`src/rtl/div_pkg.sv`:
```
`default_nettype none
// ============================================================
// Module : div_pkg
// Shared ALU codes, iteration count and FSM state encoding for the divider.
// Rev    : 1.0
// ============================================================
package div_pkg;

  localparam int ITER = 32;
  localparam int FN_W = 6;

  localparam logic [5:0] FN_NOP  = 6'b000000;
  localparam logic [5:0] FN_ADDU = 6'b011001;
  localparam logic [5:0] FN_SUBU = 6'b011011;

  typedef enum logic [2:0] {
    S_IDLE  = 3'd0,
    S_INIT  = 3'd1,
    S_SUB   = 3'd2,
    S_SHIFT = 3'd3,
    S_FIX   = 3'd4,
    S_DONE  = 3'd5,
    S_DZ    = 3'd6
  } state_t;

endpackage
`default_nettype wire

```
`src/rtl/div_iter_counter.sv`:
```
`default_nettype none
// ============================================================
// Module : div_iter_counter
// Saturating iteration counter 0..ITER; done flags the final count.
// Rev    : 1.0
// ============================================================
module div_iter_counter import div_pkg::*; #(
  parameter int ITER = div_pkg::ITER
) (
  input  logic clk,
  input  logic clr,
  input  logic inc,
  output logic done
);

  localparam int CW = $clog2(ITER + 1);

  logic [CW-1:0] r_count;

  assign done = (r_count == CW'(ITER));

  always_ff @(posedge clk) begin
    if (clr) begin
      r_count <= '0;
    end else if (inc && !done) begin
      r_count <= r_count + CW'(1);
    end
  end

endmodule
`default_nettype wire

```
`src/rtl/div_control.sv`:
```
`default_nettype none
// ============================================================
// Module : div_control
// Restoring-divider sequencer (INIT, 32 x SUB/SHIFT, FIX, DONE).
// Optional divide-by-zero trap when DIV_ZERO_CHECK_EN is defined.
// Rev    : 1.0
// ============================================================
module div_control import div_pkg::*; #(
  parameter int ITER = div_pkg::ITER,
  parameter int FN_W = div_pkg::FN_W
) (
  input  logic            clk,
  input  logic            Reset,
  input  logic            Run,
  input  logic            Rem_sign,
  input  logic            Div_zero,
  output logic            W_ctrl,
  output logic [FN_W-1:0] ALU_ctrl,
  output logic            HI_W,
  output logic            SLL_ctrl,
  output logic            Q_bit,
  output logic            SRH_ctrl,
  output logic            Ready,
  output logic            Dz_err
);

  state_t r_state;
  logic   r_neg;
  logic   w_cnt_clr;
  logic   w_cnt_inc;
  logic   w_cnt_done;
  logic   w_keep;

  // The counter advances on the SUB->SHIFT edge, so SHIFT already sees the updated count.
  assign w_cnt_clr = Reset || (r_state == S_IDLE);
  assign w_cnt_inc = (r_state == S_SUB);

  div_iter_counter #(
    .ITER (ITER)
  ) u_iter_counter (
    .clk  (clk),
    .clr  (w_cnt_clr),
    .inc  (w_cnt_inc),
    .done (w_cnt_done)
  );

  assign w_keep   = (r_state == S_SHIFT) && !r_neg;
  assign HI_W     = w_keep;
  assign Q_bit    = w_keep;

`ifndef DIV_ZERO_CHECK_EN
  logic w_unused_div_zero;
  assign w_unused_div_zero = Div_zero;
  assign Dz_err            = 1'b0;
`endif

  always_ff @(posedge clk) begin
    if (Reset) begin
      r_state  <= S_IDLE;
      r_neg    <= 1'b0;
      W_ctrl   <= 1'b1;
      ALU_ctrl <= FN_W'(FN_NOP);
      SLL_ctrl <= 1'b0;
      SRH_ctrl <= 1'b0;
      Ready    <= 1'b0;
`ifdef DIV_ZERO_CHECK_EN
      Dz_err   <= 1'b0;
`endif
    end else begin
      W_ctrl   <= 1'b0;
      ALU_ctrl <= FN_W'(FN_NOP);
      SLL_ctrl <= 1'b0;
      SRH_ctrl <= 1'b0;
      case (r_state)
        S_IDLE: begin
          if (Run) begin
`ifdef DIV_ZERO_CHECK_EN
            if (Div_zero) begin
              r_state <= S_DZ;
            end else begin
              r_state  <= S_INIT;
              SLL_ctrl <= 1'b1;
            end
`else
            r_state  <= S_INIT;
            SLL_ctrl <= 1'b1;
`endif
          end
        end
        S_INIT: begin
          r_state  <= S_SUB;
          ALU_ctrl <= FN_W'(FN_SUBU);
        end
        S_SUB: begin
          r_state  <= S_SHIFT;
          r_neg    <= Rem_sign;
          ALU_ctrl <= FN_W'(FN_SUBU);
          SLL_ctrl <= 1'b1;
        end
        S_SHIFT: begin
          if (w_cnt_done) begin
            r_state  <= S_FIX;
            SRH_ctrl <= 1'b1;
          end else begin
            r_state  <= S_SUB;
            ALU_ctrl <= FN_W'(FN_SUBU);
          end
        end
        S_FIX: begin
          r_state <= S_DONE;
          Ready   <= 1'b1;
        end
        S_DONE: begin
          Ready <= 1'b1;
        end
`ifdef DIV_ZERO_CHECK_EN
        // Flags appear one cycle after entering DZ.
        S_DZ: begin
          Ready  <= 1'b1;
          Dz_err <= 1'b1;
        end
`endif
        default: begin
          r_state <= S_IDLE;
        end
      endcase
    end
  end

endmodule
`default_nettype wire

```
`config.mk`:
```
export PLATFORM = sky130hd
export DESIGN_NAME = div_control
export DESIGN_NICKNAME = d
export VERILOG_FILES = /design/src/rtl/div_pkg.sv /design/src/rtl/div_iter_counter.sv /design/src/rtl/div_control.sv
export SDC_FILE = /design/constraint.sdc
export NUM_CORES = 1
export LEC_CHECK = 0
export ABC_AREA = 0
export CAP_MARGIN = 20
export CELL_PAD_IN_SITES_DETAIL_PLACEMENT = 1
export CELL_PAD_IN_SITES_GLOBAL_PLACEMENT = 1
export CORE_MARGIN = 4
export CORE_UTILIZATION = 34
export CTS_BUF_LIST = sky130_fd_sc_hd__clkbuf_8 sky130_fd_sc_hd__clkbuf_16
export DETAILED_ROUTE_END_ITERATION = 12
export GPL_ROUTABILITY_DRIVEN = 0
export PLACE_DENSITY_LB_ADDON = 0.1
export SETUP_SLACK_MARGIN = 0.1
export SLEW_MARGIN = 40
export SYNTH_ARGS = -nofsm -noshare
export SYNTH_HDL_FRONTEND = slang
export SYNTH_SLANG_ARGS = --single-unit
```
`constraint.sdc`:
```
create_clock -name clk -period 2.3 [get_ports clk]
set_clock_uncertainty 0.15 [all_clocks]
set_input_delay 0.575 -clock clk [delete_from_list [all_inputs] [get_ports clk]]
set_output_delay 0.575 -clock clk [all_outputs]
set_load 0.02 [all_outputs]
```
==> results.py, run 1 <==
metrics = {
    "yosys": {
        "async_reset_ff_share_pct": 0,
        "synthTopCellsByArea": "dfxtp_1 44%, buf_4 7.6%, a21oi_1 4.4%",
        "netlist_instances": 76,
        "syn_area_per_cell_um2": 9.05,
        "mappedNetlistArea_um2": 688,
        "synth_area_leader_cell": "dfxtp_1",
        "synth_commonest_cells": "15 x dfxtp_1, 7 x buf_4, 6 x a21oi_1, 6 x nor3_1",
        "synth_top_area_share_pct": 43.6,
        "synth-seq-area-share_pct": 43.6,
        "yosysMostFrequentCell": "dfxtp_1",
        "yosys_register_bits": 15,
        "yosysWarnings": 0,
        "yosysUniqueCellTypes": 31,
        "ys.flop_type": "dfxtp_1",
        "synth_edf_count": 0,
    },
    "finish": {
        "area_growth_pct": 25.6,
        "n_antenna_cell": 0,
        "final_util_pct": 44.5,
        "final_area_um2": 865,
        "layout-drive-gt1-share_pct": 11.4,
        "fin_nets": 96,
    },
    "pwr": {
        "p_per_area_nw_per_um2": 657,
        "swShare_pct": 25.1,
        "ir_drop_mv": 0.363,
        "intPower_mw": 0.425,
        "net-switching-power_mw": 0.143,
        "leakage_nw": 0.318,
        "seq_power_share_pct": 48.2,
        "p_comb_share_pct": 14.6,
        "p_clk_share_pct": 37.3,
    },
    "clock_tree": {
        "h-tree-depth": 1,
        "clock_latency_ps": 250,
        "cts_tree": "done",
        "postCtsSetupRepairBufs": 0,
        "clkTransAtPathRegs_ps": 60,
        "ctsHoldBuffers": 0,
        "cts_resized": 2,
        "cts_root_buf": "clkbuf_8",
        "clock_sinks": 15,
        "cts_inserted_buffers": 3,
        "clock_path_buffers": 2,
    },
    "routing": {
        "drt-total-wl_mm": 1.34,
        "drt_iter0_drc": 0,
        "vias": 560,
        "dr.pass1.iters": 1,
        "wl_per_cell_um": 11.6,
        "drc": 0,
        "antenna_left": 0,
        "vias_per_cell": 4.87,
    },
    "floorplan": {
        "die_area_um2": 2810,
        "core-area_um2": 1940,
        "dieHeight_um": 53.0,
        "initial_utilization_pct": 35.4,
        "io_pins": 18,
        "chipWidth_um": 53.0,
        "core.rowCount": 16,
    },
    "setup_path": {
        "slowest_stage": "dlygate4sd2_1",
        "timing.critical_path.cells": "nor4bb_2, dlygate4sd2_1",
        "rr_startpoint": "r_state[2]",
        "crit_cells": 2,
        "crit_fanout": 2,
        "crit_type": "flip-flop to output port",
        "crit_buf_inv": 1,
        "critPathLaunchType": "flip-flop",
        "cp-end-kind": "output port",
        "reg2reg_slack_ps": 450,
        "reg2reg_to": "u_iter_counter.r_count[5]",
        "max_stage_delay_ps": 370,
        "cp.required_ps": 1570,
        "critPathTopFamily": "buffers and inverters",
        "reg2reg_depth": 4,
        "worstPathArrival_ps": 1250,
    },
    "sta": {
        "finalSetupViolCount": 0,
        "worst_slack_ps": 328,
        "timing_hold_violations_final": 0,
        "worst_pin_slew_ps": 503,
        "whs_ps": 306,
        "min_period_ps": 1970,
        "fin_crit_sh_pct": 85.7,
        "setup_tns_ps": 0,
        "rsz0062_at_grt": "no",
        "drv_slew": 0,
        "timing.fmax_ghz": 0.507,
        "maxSlewHeadroom_pct": 66.2,
    },
    "placed_design": {
        "portBuffers": 13,
        "dp_hpwl_mm": 1.03,
        "dp_slack_ps": 262,
        "placed_cell_area_um2": 822,
    },
    "global_route": {
        "gr-total-overflow": 0,
        "track_usage_pct": 11.6,
        "grt_pass1_vias": 528,
        "grt_max_degree": 14,
        "antenna_found_initial": 0,
        "grt_pass1_wl_mm": 2.28,
    },
    "flow_run": {
        "maxCapViolations": 0,
    },
    "worst_hold_path": {
        "hp-start": "Ready",
        "whs_endpoint": "Ready",
        "hold_path_class": "flip-flop to flip-flop",
        "min_path_cells": 2,
    },
    "run_status": {
        "status": "complete, no violations",
    },
}
cells in the final DEF (no fill, tap or decap), drive strengths merged:
cell type | netlist | final
or3 | 2 | 2
mux2 | 2 | 2
nor4 | 2 | 2
o21bai | 1 | 1
nor3 | 6 | 6
a31oi | 1 | 1
dfxtp | 15 | 15
mux2i | 1 | 1
o21a | 2 | 2
or4 | 1 | 1
nand4bb | 1 | 1
a21oi | 6 | 6
and3b | 1 | 1
nand4 | 2 | 2
o31ai | 1 | 1
nor4bb | 1 | 1
o21ai | 2 | 2
a311o | 1 | 1
nor3b | 1 | 1
conb | 1 | 3
nand2 | 4 | 4
or2 | 1 | 1
buf | 8 | 3
nor2 | 3 | 3
clkdlybuf4s50 | 0 | 11
nand3 | 1 | 1
inv | 4 | 5
clkbuf | 2 | 3
or3b | 1 | 1
ha | 2 | 2
dlygate4sd2 | 0 | 2
worst reg2reg max path: stages (launching register included):
cell and delay, ps:
dfxtp_1 320, buf_4 160, or3b_1 450, or4_1 530, a21oi_1 160
cells by family (layout without fill, tap and decap cells):
kind of cell | Yosys count | after routing | synth area share, %
AND/OR/NAND/NOR | 27 | 27 | 23.1
flip-flops | 15 | 15 | 43.6
AO/OA/AOI/OAI | 14 | 14 | 12.5
buffers and inverters | 14 | 24 | 11.8
multiplexers | 3 | 3 | 4.73
adder cells (fa/ha/maj) | 2 | 2 | 3.64
other | 1 | 3 | 0.545
power by group through the flow:
stage | registers [mW] | clock network [mW] | logic, mW
after floorplan | 0.287 | 0 | 0.0524
after global placement | 0.279 | 0 | 0.0839
after detailed placement | 0.279 | 0 | 0.0838
after CTS | 0.274 | 0.223 | 0.0834
after global routing | 0.274 | 0.232 | 0.0902
final | 0.273 | 0.212 | 0.0827
cell type report:
| type | count | area, um2 |
|---|---|---|
| Fill cell | 244 | 1080 |
| Multi-Input combinational cell | 49 | 320 |
| Sequential cell | 15 | 300 |
| Timing Repair Buffer | 16 | 150 |
| Clock buffer | 3 | 41.3 |
| Tap cell | 27 | 33.8 |
| Inverter | 4 | 15.0 |
| Clock inverter | 1 | 3.75 |
registers in the layout (all words and copies together), names as in the netlist:
name                    count
ALU_ctrl                    1
Ready                       1
SLL_ctrl                    1
SRH_ctrl                    1
W_ctrl                      1
r_neg                       1
r_state                     3
u_iter_counter.r_count      6
how the worst max path moves through the flow:
stage	startpoint	end
3_5_place_dp	r_state[0]	HI_W
4_1_cts	r_state[0]	HI_W
5_1_grt	r_neg	HI_W
2_1_floorplan	r_state[2]	Q_bit
6_report	r_state[0]	HI_W
3_3_place_gp	Reset	r_state[0]
metrics by stage:
step / std cells / power [mW]
after floorplan: 78 / 0.339
after global placement: 111 / 0.363
after detailed placement: 111 / 0.363
after CTS: 115 / 0.580
after global routing: 115 / 0.596
final: 115 / 0.568
per-layer routing:
layer / vias to the layer above / track usage, % / wire length, um / share of wire (%)
met1: 251 / 14.9 / 680 / 51
met2: 16 / 15.3 / 527 / 39
met5: - / 0 / 0 / 0
met3: 5 / 2.54 / 74 / 5.5
li1: 288 / - / - / -
met4: 0 / 11.5 / 54 / 4.0
Note: power is estimated with default switching activity, not from simulation.
==> run 2: changes to the inputs <==
Settings changed: CORE_UTILIZATION 34 to 35, HOLD_SLACK_MARGIN set to 0.15, SYNTH_HIERARCHICAL set to 1.
==> results.py, run 2 <==
metrics = {
    "yosys": {
        "synthTopCellsByArea": "dfxtp_1 41%, buf_4 8.1%, nor3b_4 5.1%",
        "async_reset_ff_share_pct": 0,
        "mappedNetlistArea_um2": 738,
        "yosysUniqueCellTypes": 30,
        "yosys_register_bits": 15,
        "ys.flop_type": "dfxtp_1",
        "yosysWarnings": 6,
        "yosysMostFrequentCell": "dfxtp_1",
        "synth_top_area_share_pct": 40.7,
        "syn_area_per_cell_um2": 9.00,
        "netlist_instances": 82,
        "synth_commonest_cells": "15 x dfxtp_1, 8 x buf_4, 7 x nor2_1",
        "synth-seq-area-share_pct": 40.7,
        "synth_area_leader_cell": "dfxtp_1",
        "synth_edf_count": 0,
    },
    "floorplan": {
        "core-area_um2": 1980,
        "io_pins": 18,
        "core.rowCount": 16,
        "initial_utilization_pct": 37.2,
        "chipWidth_um": 53.9,
        "die_area_um2": 2910,
        "dieHeight_um": 53.9,
    },
    "clock_tree": {
        "clock_path_buffers": 2,
        "postCtsSetupRepairBufs": 0,
        "clock_sinks": 15,
        "ctsHoldBuffers": 0,
        "cts_root_buf": "clkbuf_8",
        "cts_inserted_buffers": 3,
        "clkTransAtPathRegs_ps": 70,
        "h-tree-depth": 1,
        "clock_latency_ps": 250,
        "cts_resized": 2,
        "cts_tree": "done",
    },
    "finish": {
        "largest_register_ffs": 6,
        "top_regs": "u_iter_counter/r_count x6, r_state x3",
        "final_cell_mix": "15 x dfxtp_1, 11 x clkdlybuf4s50_1, 7 x nor2_1, 6 x buf_4",
        "mostFrequentLayoutCell": "dfxtp_1",
        "num-fill-cells": 231,
        "layout-drive-gt1-share_pct": 12.6,
        "area_growth_pct": 24.7,
        "n_antenna_cell": 0,
        "regMostFlops": "u_iter_counter/r_count",
        "multi_input_area_um2": 349,
        "seqCellArea_um2": 300,
        "fin_nets": 103,
    },
    "global_route": {
        "use_met1_pct": 16.3,
        "grt_pass1_wl_mm": 2.59,
        "grt_max_degree": 10,
        "track_usage_pct": 12.5,
        "gr-usage-met2_pct": 19.0,
        "met3_usage_pct": 3.60,
        "gr-total-overflow": 0,
        "busiest_layer": "met2",
        "grt_pass1_vias": 569,
        "antenna_found_initial": 0,
    },
    "setup_path": {
        "reg2reg_to": "u_iter_counter/r_count[1]",
        "cp.required_ps": 1570,
        "worstPathArrival_ps": 1260,
        "reg2reg_depth": 4,
        "max_stage_delay_ps": 390,
        "cp-end-kind": "output port",
        "crit_type": "flip-flop to output port",
        "critPathTopFamily": "flip-flops",
        "rr_startpoint": "r_state[2]",
        "timing.critical_path.cells": "nor3_1, dlygate4sd2_1",
        "crit_fanout": 7,
        "critPathLaunchType": "flip-flop",
        "crit_buf_inv": 1,
        "slowest_stage": "dfxtp_1",
        "reg2reg_slack_ps": 560,
    },
    "sta": {
        "drv_slew": 0,
        "min_period_ps": 1990,
        "timing_hold_violations_final": 0,
        "fin_crit_sh_pct": 86.3,
        "timing.fmax_ghz": 0.504,
        "worst_slack_ps": 314,
        "rsz0062_at_grt": "no",
        "setup_tns_ps": 0,
        "finalSetupViolCount": 0,
    },
    "pwr": {
        "p_per_area_nw_per_um2": 632,
        "ir_drop_mv": 0.483,
        "total_power_mw": 0.582,
        "leakage_nw": 0.344,
    },
    "routing": {
        "drt_iter0_drc": 8,
        "antenna_left": 0,
        "drt-total-wl_mm": 1.52,
        "vias": 638,
        "vias_per_cell": 5.23,
        "drc": 0,
        "dr.pass1.iters": 4,
        "wl_per_cell_um": 12.4,
    },
    "placed_design": {
        "dp_hpwl_mm": 1.16,
        "portBuffers": 13,
        "dp_slack_ps": 142,
    },
    "run_status": {
        "status": "complete, no violations",
    },
    "worst_hold_path": {
        "min_path_cells": 2,
        "whs_endpoint": "Ready",
        "hold_path_class": "flip-flop to flip-flop",
        "hp-start": "Ready",
    },
    "flow_run": {
        "maxCapViolations": 0,
    },
}
-- run 2: cell count changes after synthesis, sizes merged, moves of 2 or more --
cell	before	now
o311ai	0	2
o21a	2	0
nand2b	0	2
nor2	3	7
buf	8	10
mux2	2	0
nor3b	1	4
nor3	6	2
nor4	2	0
-- run 2: kinds of logic (layout without fill, tap and decap cells) --
kind of cell               after synthesis  after routing  synth area share, %
and+or+nand+nor                         29             29                 25.3
other                                    1              3                0.508
DFF                                     15             15                 40.7
muxes                                    2              2                 2.71
AOI/OAI and AO/OA                       14             14                 12.0
xor gates and xnor gates                 2              2                 2.37
adders and majority gates                2              2                 3.39
buffers and inverters                   17             28                 13.1
-- run 2: per-layer routing --
layer	up-vias	routed length, um	part of all wire, %
met4	0	7	0.46
met5	-	0	0
met3	2	91	6.0
li1	301	-	-
met1	316	745	49
met2	19	673	44
-- run 2: stage by stage --
| step | utilization, % | area, um2 | cells | hold slack, ps |
|---|---|---|---|---|
| after detailed placement | 44.3 | 877 | 118 | 294 |
| after floorplan | - | 746 | 84 | 308 |
| after global routing | 46.5 | 921 | 122 | 332 |
| after global placement | 44.3 | 877 | 118 | 283 |
| final | 46.5 | 921 | 122 | 297 |
| after CTS | 46.5 | 921 | 122 | 304 |
-- run 2: how the worst max path moves through the flow --
stage          slack (ps)        from  depth (start not counted)                        end
2_1_floorplan         300  r_state[0]                          4                      Q_bit
3_3_place_gp          140       Reset                          4  u_iter_counter/r_count[1]
3_5_place_dp          140       Reset                          4  u_iter_counter/r_count[1]
4_1_cts               300  r_state[2]                          2                       HI_W
5_1_grt               180  r_state[2]                          2                       HI_W
6_report              310  r_state[2]                          2                       HI_W
-- run 2: power breakdown --
group	internal [mW]	leakage (nW)	switching (mW)
logic	0.0416	0.196	0.0483
clock network	0.120	0.0255	0.0989
registers	0.269	0.122	0.00490
total	0.430	0.344	0.152
-- run 2: cell type report --
class | count | share of cell area [%]
Clock buffer | 3 | 4.48
Inverter | 5 | 2.04
Clock inverter | 1 | 0.543
Sequential cell | 15 | 32.6
Timing Repair Buffer | 19 | 18.8
Tap cell | 27 | 3.67
Multi-Input combinational cell | 52 | 37.9
-- run 2: worst reg2reg max path, stage by stage (launching register included) --
cell and delay (ps):
dfxtp_1 490, nor3_1 90, or2_1 290, or4b_1 520, o311ai_1 100
==> run 3: changes to the inputs <==
Settings changed: SKIP_LAST_GASP set to 1.
==> results of run 3 <==
No change in the layout: final DEF, timing and power equal those of run 2.
==> RTL change 1 (config.mk and constraints of run 1) <==
Re-encode `state_t` (7 states) as one-hot, 7 bits wide.
--- a/src/rtl/div_pkg.sv
+++ b/src/rtl/div_pkg.sv
@@ -13,14 +13,14 @@
   localparam logic [5:0] FN_ADDU = 6'b011001;
   localparam logic [5:0] FN_SUBU = 6'b011011;
 
-  typedef enum logic [2:0] {
-    S_IDLE  = 3'd0,
-    S_INIT  = 3'd1,
-    S_SUB   = 3'd2,
-    S_SHIFT = 3'd3,
-    S_FIX   = 3'd4,
-    S_DONE  = 3'd5,
-    S_DZ    = 3'd6
+  typedef enum logic [6:0] {
+    S_IDLE  = 7'b0000001,
+    S_INIT  = 7'b0000010,
+    S_SUB   = 7'b0000100,
+    S_SHIFT = 7'b0001000,
+    S_FIX   = 7'b0010000,
+    S_DONE  = 7'b0100000,
+    S_DZ    = 7'b1000000
   } state_t;
 
 endpackage
Function: same outputs for any inputs over 10 cycles, from zero or initial values and one cycle with Reset high; not proved beyond that.
==> RTL change 1 against run 1 <==
Sequential cell count grew 3; routed wire length rose by 33%; critical path depth rose by 2; area after synthesis grew 24%; setup slack got worse by 0.083 ns; total power up 10%; maximum frequency decreased by 4.0%; final area increased by 24%; largest cell class unchanged.
==> RTL change 1: results (changes against run 1) <==
status: finished clean
Port Buf Inserts: 13 (unchanged)
Hold WC Path Type: reg -> reg
CP arrival: 1.33 ns (+0.08 ns)
Sw Share: 0.215 (-0.0365)
GR Util All Layers: 0.116 (-0.000267)
Synth top cells by count: dfxtp_1, nor2_1, a21oi_1, buf_4, nand3_1
R2R cell count: 5 (+1)
CTS Buffer Depth: 2 (unchanged)
Inst Count DP: 134 (+21%)
CTS clk-pin slew, worst paths: 0.07 ns
slowest cell delay on critical path: 0.31 ns (-0.06 ns)
Worst Hold Depth: 2 (unchanged)
hold_sp: Ready
fin nets: 118 (+23%)
global-route wire length before repair: 2.99 mm (+31%)
# diodes: 0 (unchanged)
Post-Synthesis Cells: 93 (+22%)
CTS Buf Count: 3 (unchanged)
Yosys cell types: 33 (+6.5%)
DRT Pass-1 Iters: 2 (+1)
filler cell count: 291 (+19%)
CTS root buffer: clkbuf_8
Place WS: 0.0536 ns (-0.209 ns)
slowest CP cell: dfxtp_1
Pleak: 0.398 nW (+25%)
Critical Path Fanout Max: 3 (+1)
DR iter-0 viols: 23 (+23)
VDD IR max: 0.259 mV (-29%)
post-detail-place hpwl: 1.47 mm (+43%)
Worst Hold End: Ready
total number of yosys warnings: 0 (unchanged)
Async SR Flop Fraction: 0 (unchanged)
share of layout cells above drive strength 1: 0.191 (+0.0773)
R2R Path End: u_iter_counter.r_count[5]
sequential fraction of the synthesis area: 0.424 (-0.0128)
largest net degree at the start of global routing: 11 (-3)
cts repair resizes: 6 (+4)
Crit path max-delay family: simple AND/OR/NAND/NOR gates
part of the power in registers: 0.513 (+0.031)
Clock Latency Late Sink: 0.25 ns (about the same)
hold slack: 0.296 ns (-0.0101 ns)
via count: 673 (+20%)
crit path time final: 2.05 ns (+0.0830 ns)
placed inst area: 1020 um2 (+25%)
non-filler cells, final: 138 (+20%)
reg2reg setup slack: 0.37 ns (-0.08 ns)
Area contributors post-synth: dfxtp_1, buf_4, nor2_1
Pwr Density: 586 nW/um2 (-11%)
Gate power share: 0.083 (-0.063)
H-tree Lvls: 1 (unchanged)
Routed WL per cell: 12.9 um (+11%)
buffer count from post-CTS setup fixing: 0 (unchanged)
Crit Reg-Reg Startpoint: r_state[3]
top flop regs: r_state x6, u_iter_counter.r_count x6
==> RTL change 1: cell types whose count changed after synthesis, moves of 3 or more <==
cell / run 1 / this run
dfxtp_1: 15 / 18
xor2_1: 0 / 3
nor2_1: 3 / 10
nand3_1: 1 / 7
==> RTL change 1: worst max path at each step <==
stage          startpoint  endpoint  slack, ns  depth (start not counted)
6_report       r_state[1]     Q_bit       0.25                          4
2_1_floorplan  r_state[1]     Q_bit       0.19                          5
3_3_place_gp   r_state[1]      HI_W       0.09                          4
4_1_cts        r_state[1]     Q_bit       0.12                          4
5_1_grt        r_state[1]      HI_W       0.14                          4
3_5_place_dp   r_state[1]     Q_bit       0.05                          4
==> RTL change 1: per-layer routing <==
metal / part of all wire / GRT usage / up-vias / routed length (um)
li1: - / - / 346 / -
met1: 0.47 / 0.140 / 317 / 831
met2: 0.50 / 0.200 / 8 / 883
met3: 0.030 / 0.0200 / 2 / 54
met4: 0.0067 / 0.0497 / 0 / 12
met5: 0 / 0 / - / 0
==> RTL change 1: worst min-delay path, stage by stage, from the launching register on <==
cell and delay [ns]:
dfxtp_1 0.31, inv_1 0.05, a21oi_1 0.05
==> RTL change 1: cell type report <==
type | instances | area (um2) | share of cell area
Clock buffer | 4 | 55.1 | 0.0515
Inverter | 3 | 11.3 | 0.0105
Multi-Input combinational cell | 65 | 434 | 0.406
Sequential cell | 18 | 360 | 0.337
Tap cell | 28 | 35.0 | 0.0328
Timing Repair Buffer | 20 | 173 | 0.162
==> RTL change 1: logic make-up after synthesis <==
logic type,count (synthesis),synth area share
AO/OA/AOI/OAI,14,0.112
XOR/XNOR,4,0.0412
adder cells (fa/ha/maj),2,0.0294
buffers and inverters,12,0.0926
flip-flops,18,0.424
multiplexers,2,0.0250
other,1,0.00441
AND/OR/NAND/NOR,40,0.272
==> RTL change 2 (config.mk and constraints of run 1) <==
Without the edit above. Set the package constant `FN_W` to 12 (it was 6).
--- a/src/rtl/div_pkg.sv
+++ b/src/rtl/div_pkg.sv
@@ -7,7 +7,7 @@
 package div_pkg;
 
   localparam int ITER = 32;
-  localparam int FN_W = 6;
+  localparam int FN_W = 12;
 
   localparam logic [5:0] FN_NOP  = 6'b000000;
   localparam logic [5:0] FN_ADDU = 6'b011001;
Interface: changed (resized ALU_ctrl); port bits go from 18 to 24. The function was not compared with the original's and may differ.
==> RTL change 2 against run 1 <==
Via count up 3.0%; final area up 2.7%; total power up 2.2%; routed wire length up 13%; largest power group unchanged; critical path depth unchanged; largest cell class unchanged; setup slack worse by 0.069 ns; sequential cell count unchanged; area after synthesis up 6.5%.
==> RTL change 2: results (changes against run 1) <==
non-filler cells, final: 121 (+5.2%)
Crit Reg-Reg Startpoint: r_state[1]
filler cell count: 249 (+2.0%)
Place WS: 0.196 ns (-0.0663 ns)
Critical Path Start: r_state[0]
DR iter-0 viols: 2 (+2)
Async SR Flop Fraction: 0 (unchanged)
largest net degree at the start of global routing: 14 (unchanged)
Pleak: 0.336 nW (+5.7%)
met3 WL post-DR: 79 um (+6.8%)
final wirelength: 1.50 mm (+13%)
Yosys cell types: 31 (unchanged)
status: finished clean
CTS clk-pin slew, worst paths: 0.06 ns (about the same)
Critical Path Fanout Max: 4 (+2)
hold slack: 0.307 ns (+0.000655 ns)
Main synth FF type: dfxtp_1
Crit path max-delay family: buffers and inverters
crit path time final: 2.04 ns (+0.0687 ns)
global-route wire length before repair: 2.50 mm (+9.7%)
Worst Hold Depth: 2 (unchanged)
slowest CP cell: dlygate4sd2_1
vias in the first global route: 570 (+8.0%)
post-detail-place hpwl: 1.17 mm (+14%)
via count: 577 (+3.0%)
top sig layer: met3
H-tree Lvls: 1 (unchanged)
CTS root buffer: clkbuf_8
reg2reg setup slack: 0.44 ns
fin nets: 102 (+6.3%)
Power Internal: 426 uW (+0.33%)
GR Util All Layers: 0.121 (+0.00469)
CTS sink cnt: 15 (unchanged)
Synth top cells by count: dfxtp_1, buf_4, a21oi_1, nor3_1
DR WL met2: 742 um (+41%)
hold_sp: Ready
M1 wire length: 682 um (+0.29%)
sequential fraction of the synthesis area: 0.410 (-0.0268)
slew margin rel.: 0.660 (-0.00158)
share of layout cells above drive strength 1: 0.117 (+0.00338)
VDD IR max: 0.309 mV (-15%)
Post-Synthesis Cells: 82 (+7.9%)
DRT Pass-1 Iters: 4 (+3)
CTS Buf Count: 3 (unchanged)
Hold WC Path Type: reg -> reg
top flop regs: u_iter_counter.r_count x6, r_state x3
Area contributors post-synth: dfxtp_1, buf_4, a21oi_1
# diodes: 0 (unchanged)
CP arrival: 1.32 ns (+0.07 ns)
Clock Latency Late Sink: 0.25 ns (about the same)
placed inst area: 845 um2 (+2.7%)
antenna-violating nets left: 0 (unchanged)
slowest cell delay on critical path: 0.38 ns
initial antenna violation count: 0 (unchanged)
==> RTL change 2: changes by cell type after synthesis <==
cell,run 1,this run
buf_4,7,13
==> RTL change 2: repair_timing <==
item	in CTS	in global routing
setup endpoints to repair	2	0
setup buffers	0	0
resized for setup	2	0
==> RTL change 2: power groups by stage <==
stage / clock, mW / combinational [mW] / sequential (mW)
4_1_cts: 0.221 / 0.0921 / 0.275
5_1_grt: 0.231 / 0.0994 / 0.276
3_3_place_gp: 0 / 0.0915 / 0.280
2_1_floorplan: 0 / 0.0687 / 0.287
6_report: 0.214 / 0.0920 / 0.274
3_5_place_dp: 0 / 0.0926 / 0.280
==> RTL change 2: worst paths after layout <==
| path | endpoint |
|---|---|
| worst max-delay path | HI_W |
| worst min-delay path | Ready |
| worst max register to register | u_iter_counter.r_count[0] |
| worst min register to register | Ready |
==> RTL change 2: layer usage <==
metal | up-vias | global-route usage
met5 | - | 0
met4 | 0 | 0.0622
met3 | 0 | 0.0245
met2 | 17 | 0.201
met1 | 270 | 0.145
li1 | 290 | -
==> RTL change 2: logic make-up after synthesis <==
kind of cell             count (synthesis)  synth area share
AND/OR/NAND/NOR                         27             0.217
adder cells (fa/ha/maj)                  2            0.0341
other                                    1           0.00511
AO/OA/AOI/OAI                           14             0.118
multiplexers                             3            0.0444
flip-flops                              15             0.410
buffers and inverters                   20             0.172
==> RTL change 2: cell type report <==
cell class / instances / area [um2] / area share
Clock inverter: 1 / 5.00 / 0.00563
Sequential cell: 15 / 300 / 0.338
Multi-Input combinational cell: 55 / 343 / 0.386
Inverter: 4 / 15.0 / 0.0169
Clock buffer: 3 / 41.3 / 0.0465
Tap cell: 27 / 33.8 / 0.0380
Timing Repair Buffer: 16 / 150 / 0.169
